===== config.mk =====
export PLATFORM = sky130hd
export DESIGN_NAME = multi_timer
export DESIGN_NICKNAME = d
export VERILOG_FILES = /design/src/rtl/multi_timer.sv
export SDC_FILE = /design/constraint.sdc
export NUM_CORES = 1
export LEC_CHECK = 0
export CAP_MARGIN = 20
export CORE_MARGIN = 5
export CORE_UTILIZATION = 40
export CTS_CLUSTER_SIZE = 16
export DETAILED_ROUTE_END_ITERATION = 16
export GPL_TIMING_DRIVEN = 0
export SLEW_MARGIN = 25
export SYNTH_ARGS = -nofsm -noshare
export SYNTH_HDL_FRONTEND = slang
export SYNTH_SLANG_ARGS = --single-unit
export TNS_END_PERCENT = 30

===== constraint.sdc =====
create_clock -name clk -period 4.65 [get_ports clk]
set_clock_uncertainty 0.1 [all_clocks]
set_input_delay 0.465 -clock clk [delete_from_list [all_inputs] [get_ports clk]]
set_output_delay 0.465 -clock clk [all_outputs]
set_load 0.03 [all_outputs]

===== src/rtl/multi_timer.sv =====
// multi_timer: CHANNELS independent down/up timers with a shared prescaler
// and a small word-addressed register file.
//
// Ports:
//   clk      - clock, all state changes on the rising edge
//   reset    - synchronous, active-high
//   addr     - byte address; addr[3:2] register, addr[6:4] channel
//   we       - write strobe
//   din      - write data
//   dout     - combinational read data for addr
//   irq_vec  - per-channel interrupt (pending & IM)
//   irq      - OR of irq_vec
//
// Per-channel registers (addr[3:2]):
//   0 CTRL   {IM, MODE[1:0], EN}
//   1 PRESET WIDTH bits
//   2 COUNT  read-only
//   3 STATUS bit0 pending, write 1 to clear
//
// Channel FSM:
//   state  | meaning
//   S_IDLE | stopped, COUNT holds; EN=1 starts a run
//   S_LOAD | COUNT <- PRESET (down modes) or 0 (up mode)
//   S_CNT  | counting on prescaler ticks; EN=0 stops with COUNT frozen
//   S_DONE | expired this cycle; reload (MODE 01) or clear EN and stop
module multi_timer #(
  parameter int CHANNELS = 2,
  parameter int WIDTH    = 32,
  parameter int PRESCALE = 1
) (
  input  logic                clk,
  input  logic                reset,
  input  logic [31:0]         addr,
  input  logic                we,
  input  logic [31:0]         din,
  output logic [31:0]         dout,
  output logic [CHANNELS-1:0] irq_vec,
  output logic                irq
);

  typedef enum logic [1:0] {
    S_IDLE = 2'd0,
    S_LOAD = 2'd1,
    S_CNT  = 2'd2,
    S_DONE = 2'd3
  } state_t;

  // 17 bits covers PRESCALE up to 2^16.
  localparam int PW = 17;
  localparam logic [PW-1:0] PRE_LAST = PW'(PRESCALE - 1);

  logic [PW-1:0] pre_cnt;
  logic          tick;
  logic [31:0]   rd_val [CHANNELS];
  logic          unused_bits;

  assign unused_bits = ^{addr[31:7], addr[1:0], din};

  assign tick = (pre_cnt == PRE_LAST);

  always_ff @(posedge clk) begin
    if (reset)     pre_cnt <= '0;
    else if (tick) pre_cnt <= '0;
    else           pre_cnt <= pre_cnt + PW'(1);
  end

  for (genvar g = 0; g < CHANNELS; g++) begin : g_ch
    state_t           state, state_nxt;
    logic [3:0]       ctrl;
    logic [WIDTH-1:0] preset, count, count_nxt;
    logic [WIDTH:0]   count_inc;
    logic             pending, pend_set, en_clr;
    logic             sel, wr_ctrl, wr_preset, clr_pend;
    logic             en_eff, mode_up, mode_reload;
    logic [31:0]      rv;

    assign sel         = (addr[6:4] == 3'(g));
    assign wr_ctrl     = we && sel && (addr[3:2] == 2'd0);
    assign wr_preset   = we && sel && (addr[3:2] == 2'd1);
    assign clr_pend    = we && sel && (addr[3:2] == 2'd3) && din[0];
    // IDLE looks at the EN being written this cycle so LOAD follows the
    // enabling write directly.
    assign en_eff      = wr_ctrl ? din[0] : ctrl[0];
    assign mode_up     = (ctrl[2:1] == 2'b10);
    assign mode_reload = (ctrl[2:1] == 2'b01);
    // One extra bit so PRESET = all-ones still terminates in up mode.
    assign count_inc   = {1'b0, count} + (WIDTH+1)'(1);

    always_comb begin
      state_nxt = state;
      count_nxt = count;
      pend_set  = 1'b0;
      en_clr    = 1'b0;
      case (state)
        S_IDLE: begin
          if (en_eff) state_nxt = S_LOAD;
        end
        S_LOAD: begin
          count_nxt = mode_up ? '0 : preset;
          state_nxt = S_CNT;
        end
        S_CNT: begin
          if (!ctrl[0]) begin
            state_nxt = S_IDLE;
          end else if (tick) begin
            if (mode_up) begin
              if (count_inc >= {1'b0, preset}) begin
                count_nxt = preset;
                pend_set  = 1'b1;
                state_nxt = S_DONE;
              end else begin
                count_nxt = count_inc[WIDTH-1:0];
              end
            end else begin
              if (count <= WIDTH'(1)) begin
                count_nxt = '0;
                pend_set  = 1'b1;
                state_nxt = S_DONE;
              end else begin
                count_nxt = count - WIDTH'(1);
              end
            end
          end
        end
        S_DONE: begin
          if (mode_reload) begin
            state_nxt = S_LOAD;
          end else begin
            en_clr    = 1'b1;
            state_nxt = S_IDLE;
          end
        end
        default: state_nxt = S_IDLE;
      endcase
    end

    always_ff @(posedge clk) begin
      if (reset) begin
        state   <= S_IDLE;
        ctrl    <= '0;
        preset  <= '0;
        count   <= '0;
        pending <= 1'b0;
      end else begin
        state <= state_nxt;
        count <= count_nxt;
        // CPU write wins over the end-of-run EN clear.
        if (wr_ctrl)     ctrl    <= din[3:0];
        else if (en_clr) ctrl[0] <= 1'b0;
        if (wr_preset)   preset  <= din[WIDTH-1:0];
        // Hardware set wins over a coincident write-1-to-clear.
        pending <= pend_set | (pending & ~clr_pend);
      end
    end

    always_comb begin
      rv = '0;
      case (addr[3:2])
        2'd0:    rv[3:0]       = ctrl;
        2'd1:    rv[WIDTH-1:0] = preset;
        2'd2:    rv[WIDTH-1:0] = count;
        default: rv[0]         = pending;
      endcase
    end

    assign rd_val[g]  = rv;
    assign irq_vec[g] = pending & ctrl[3];
  end

  // Channel indices without a channel fall through to zero.
  always_comb begin
    dout = '0;
    for (int c = 0; c < CHANNELS; c++) begin
      if (addr[6:4] == 3'(c)) dout = rd_val[c];
    end
  end

  assign irq = |irq_vec;

endmodule


==> summary.md <==
| Metric | Value |
|---|---|
| Status | complete, no violations |
| DP Area | about 14,000 sq um |
| Root Driver | clkbuf_16 |
| Max-cap violations | 0 |
| Vias | ~14,000 |
| Tmin final | around 4.6 ns |
| Final GP Congestion | around 1.0 |
| Initial DRT Pass Iterations | 6 |
| Worst Hold Class | flip-flop to flip-flop |
| Die ar. | about 36,000 sq um |
| Part of the Yosys area used for sequential elements | roughly 25% |
| Number of global-route vias before repair | ~14,000 |
| Initial Util | between 40% and 50% |
| WP data arrival | 4.81 ns |
| Fin. max-slew vios | 0 |
| Global-route wire length before repair | roughly 81,000 um |
| CP startpoint | g_ch[1].count[9] |
| Die Height | around 190 um |
| Critical register-to-register path startpoint | g_ch[1].count[9] |
| Tot Pwr | about 4 mW |
| Critical path required time | around 4.9 ns |
| Syn avg cell area | ~7.3 sq um |
| Die W | 190.0 um |
| Reg2Reg Depth | 13 |
| Area occupied by multi-input gates | ~9000 sq um |
| Share of cells above drive strength 1 | 5.973% |
| Final wirelength | ~54,000 um |
| Top sig layer | met4 |
| Crit path max fanout | 10 |
| CTS Buf Count | 17 |
| # rows | between 60 and 70 |
| Number of synthesized register bits | ~160 |
| Vias per cell | about 6.2 |
| Slew @ Worst Pin | ~1.1 ns |
| CTS tree | built |
| Starting DRT DRC Count | 1,704 |
| Met2 Routed Length | 25,220 um |
| Slew margin rel. | 28.97% |
| Worst Setup EP | g_ch[1].count[26] |
| Worst vdd ir | roughly 0.00025 V |
| WL/cell | 23.35 um |
| Worst-path clk slew | 0.07 ns |
| DRC viols | 0 |
| Final setup vio count | 0 |
| Hold buffers post-CTS | 0 |
| FFs w/ async S/R, synth | 0% |
| Post-synth EDFFs | 0 |
| Largest net degree at the start of global routing | 17 |
| Post-synthesis cell area | 12,970 sq um |
| Sink Count | between 150 and 200 |
| I/O pins | 102 |
| CP startpoint kind | flip-flop |
| Reg area | between 3000 and 4000 sq um |
| Syn nets | about 1,900 |
| Clock Tree Buf Depth | 2 |
| Endpoint class of the critical path | flip-flop |
| WL met3 | ~4700 um |
| Port bufs | between 70 and 80 |
| Fillers | about 3,300 |
| Global router's overall resource usage | 28.97% |
| Ys flop type | dfxtp_1 |
| WL met1 | approximately 21,000 um |
| H-tree depth | 4 |
| Yosys warning count | 0 |
| Worst R2R End | g_ch[1].count[26] |
| Initial antenna violation count | 0 |
| R2R setup slack | 0.06 ns |
| Total core area | 32,290 sq um |
| Nets | approximately 2,000 |
| Count of cell types in the netlist | around 70 |
| FMAX | ~0.22 GHz |
| Total congestion overflow | 0 |
| Final hold violations | 0 |
| Clk_lat worst skew | 0.45 ns |
| Period utilization | between 90% and 100% |
| Cell Pwr Density | about 280 nW/um^2 |
| Final instance area | 14,980 sq um |
| Area grow syn2layout | 15.54% |
| Critical path class | flip-flop to flip-flop |
| Syn Inst Count | between 1,500 and 2,000 |
| N_diodes | 0 |
| Post-DRT Antenna Nets | 0 |
| Static Leakage | roughly 5.3 nW |
| RSZ-0062 raised after global routing | no |
| HPWL after detailed placement | slightly above 40,000 um |
[power by group]
group | switching (mW) | internal [mW] | total, mW
Clock | 0.691 | 0.794 | 1.49
Sequential | 0.0379 | 1.38 | 1.42
Combinational | 0.790 | 0.425 | 1.22
[layer usage]
layer,up-vias,GRT usage (%)
li1,6630,-
met1,6818,36.72
met2,789,47.83
met3,199,4.752
met4,0,14.27
met5,-,0
[Yosys cell counts (10+ instances only)]
cell / count / share of area (%)
a211oi_1: 25 / 1.4
a21o_1: 11 / 0.64
a21oi_1: 139 / 5.4
a221oi_1: 10 / 0.68
a22oi_1: 56 / 3.2
a311oi_1: 16 / 1.1
a31oi_1: 14 / 0.68
and2_1: 34 / 1.6
and3_1: 20 / 0.96
and4_1: 14 / 0.95
buf_1: 14 / 0.41
clkbuf_1: 138 / 4.0
dfxtp_1: 159 / 25
ha_1: 77 / 7.4
inv_1: 81 / 2.3
mux2i_1: 32 / 2.5
nand2_1: 245 / 7.1
nand2b_1: 10 / 0.48
nand3_1: 58 / 2.2
nand4_1: 32 / 1.5
nor2_1: 102 / 3.0
nor2b_1: 10 / 0.48
nor3_1: 46 / 1.8
nor4_1: 34 / 1.6
o211ai_1: 16 / 0.93
o21a_1: 17 / 0.98
o21ai_0: 76 / 2.9
o22ai_1: 30 / 1.4
or3_1: 15 / 0.72
or4_1: 10 / 0.58
xnor2_1: 63 / 4.3
xor2_1: 49 / 3.3
[sequential cells by signal (all words and copies together) (netlist names)]
name / flops
g_ch.preset: 64
g_ch.ctrl: 8
pre_cnt: 17
g_ch.state: 4
g_ch.pending: 2
g_ch.count: 64
[critical path, stage by stage, from the launching register on]
cell and delay [ns]:
dfxtp_1 0.31, clkbuf_1 0.32, and3_1 0.34, nor4b_2 0.70, nand3_1 0.20, xnor2_1 0.22, ha_1 0.33, nand4_1 0.20
nor4_4 0.43, o311ai_1 0.28, nand3_2 0.29, buf_4 0.32, mux2i_1 0.28, o21ai_0 0.14
[layout make-up]
| type | instances | share of cell area [%] |
|---|---|---|
| multi-input cells | 1384 | 59.81 |
| well taps | 442 | 3.692 |
| plain buffers | 138 | 3.834 |
| inverters | 82 | 2.055 |
| repair buffers | 80 | 5.329 |
| clock inverters | 12 | 0.8102 |
| flip-flops and latches | 159 | 21.36 |
| clock buffers | 20 | 3.115 |
[worst min path at each step]
stage	endpoint	start	cells after the start
floorplan	pre_cnt[0]	pre_cnt[0]	1
global placement	pre_cnt[0]	pre_cnt[0]	1
detailed placement	pre_cnt[0]	pre_cnt[0]	1
CTS	pre_cnt[0]	pre_cnt[0]	1
global route	g_ch[0].preset[31]	g_ch[0].preset[31]	2
finish	pre_cnt[0]	pre_cnt[0]	1
[layout by cell type, fill, tap and decap left out, types with 10 or more instances in the layout]
cell type / count
and3_1: 20
clkdlybuf4s50_1: 74
mux2i_1: 32
and2_1: 34
o211ai_1: 16
xor2_1: 49
clkbuf_16: 17
nand3_1: 57
dfxtp_1: 146
xnor2_1: 63
nand4_1: 32
dfxtp_2: 13
a22oi_1: 56
inv_1: 81
a31oi_1: 14
ha_1: 76
o21ai_0: 76
o21a_1: 17
a21o_1: 11
o22ai_1: 30
or3_1: 15
nor4_1: 31
nor2b_1: 10
nand2_1: 245
nor3_1: 39
clkbuf_1: 107
or4_1: 10
nand2b_1: 10
a21oi_1: 139
a311oi_1: 16
nor2_1: 100
a211oi_1: 25
a221oi_1: 10
and4_1: 12
buf_1: 12
[what timing repair did]
action	CTS	global route
setup buffers	5	0
pin swaps	3	1
cloned	0	0
resized for setup	24	26
setup endpoints to repair	68	67
[cells by family (layout without fill, tap and decap cells)]
logic type | after synthesis | count (layout) | synth area share, %
AOI/OAI and AO/OA | 501 | 501 | 25.62
DFF | 159 | 159 | 24.55
and+or+nand+nor | 660 | 660 | 24.93
xor gates and xnor gates | 112 | 112 | 7.565
buffers and inverters | 243 | 332 | 7.266
adders and majority gates | 77 | 77 | 7.430
muxes | 34 | 34 | 2.644
[metrics by stage]
step / utilization [%] / setup TNS, ns / std cells / hold slack, ns / worst slack [ns]
CTS: 46.40 / 0 / 2333 / 0.3835 / 0.01724
detailed placement: 44.27 / -55.60 / 2303 / 0.3668 / -1.039
finish: 46.40 / 0 / 2317 / 0.3738 / 0.06336
global route: 46.40 / 0 / 2317 / 0.4068 / 0.001033
global placement: 44.16 / -92.05 / 2302 / 0.3585 / -1.974
floorplan: - / 0 / 1786 / 0.3372 / 0.4076
Power figures use the tool's default switching activity.
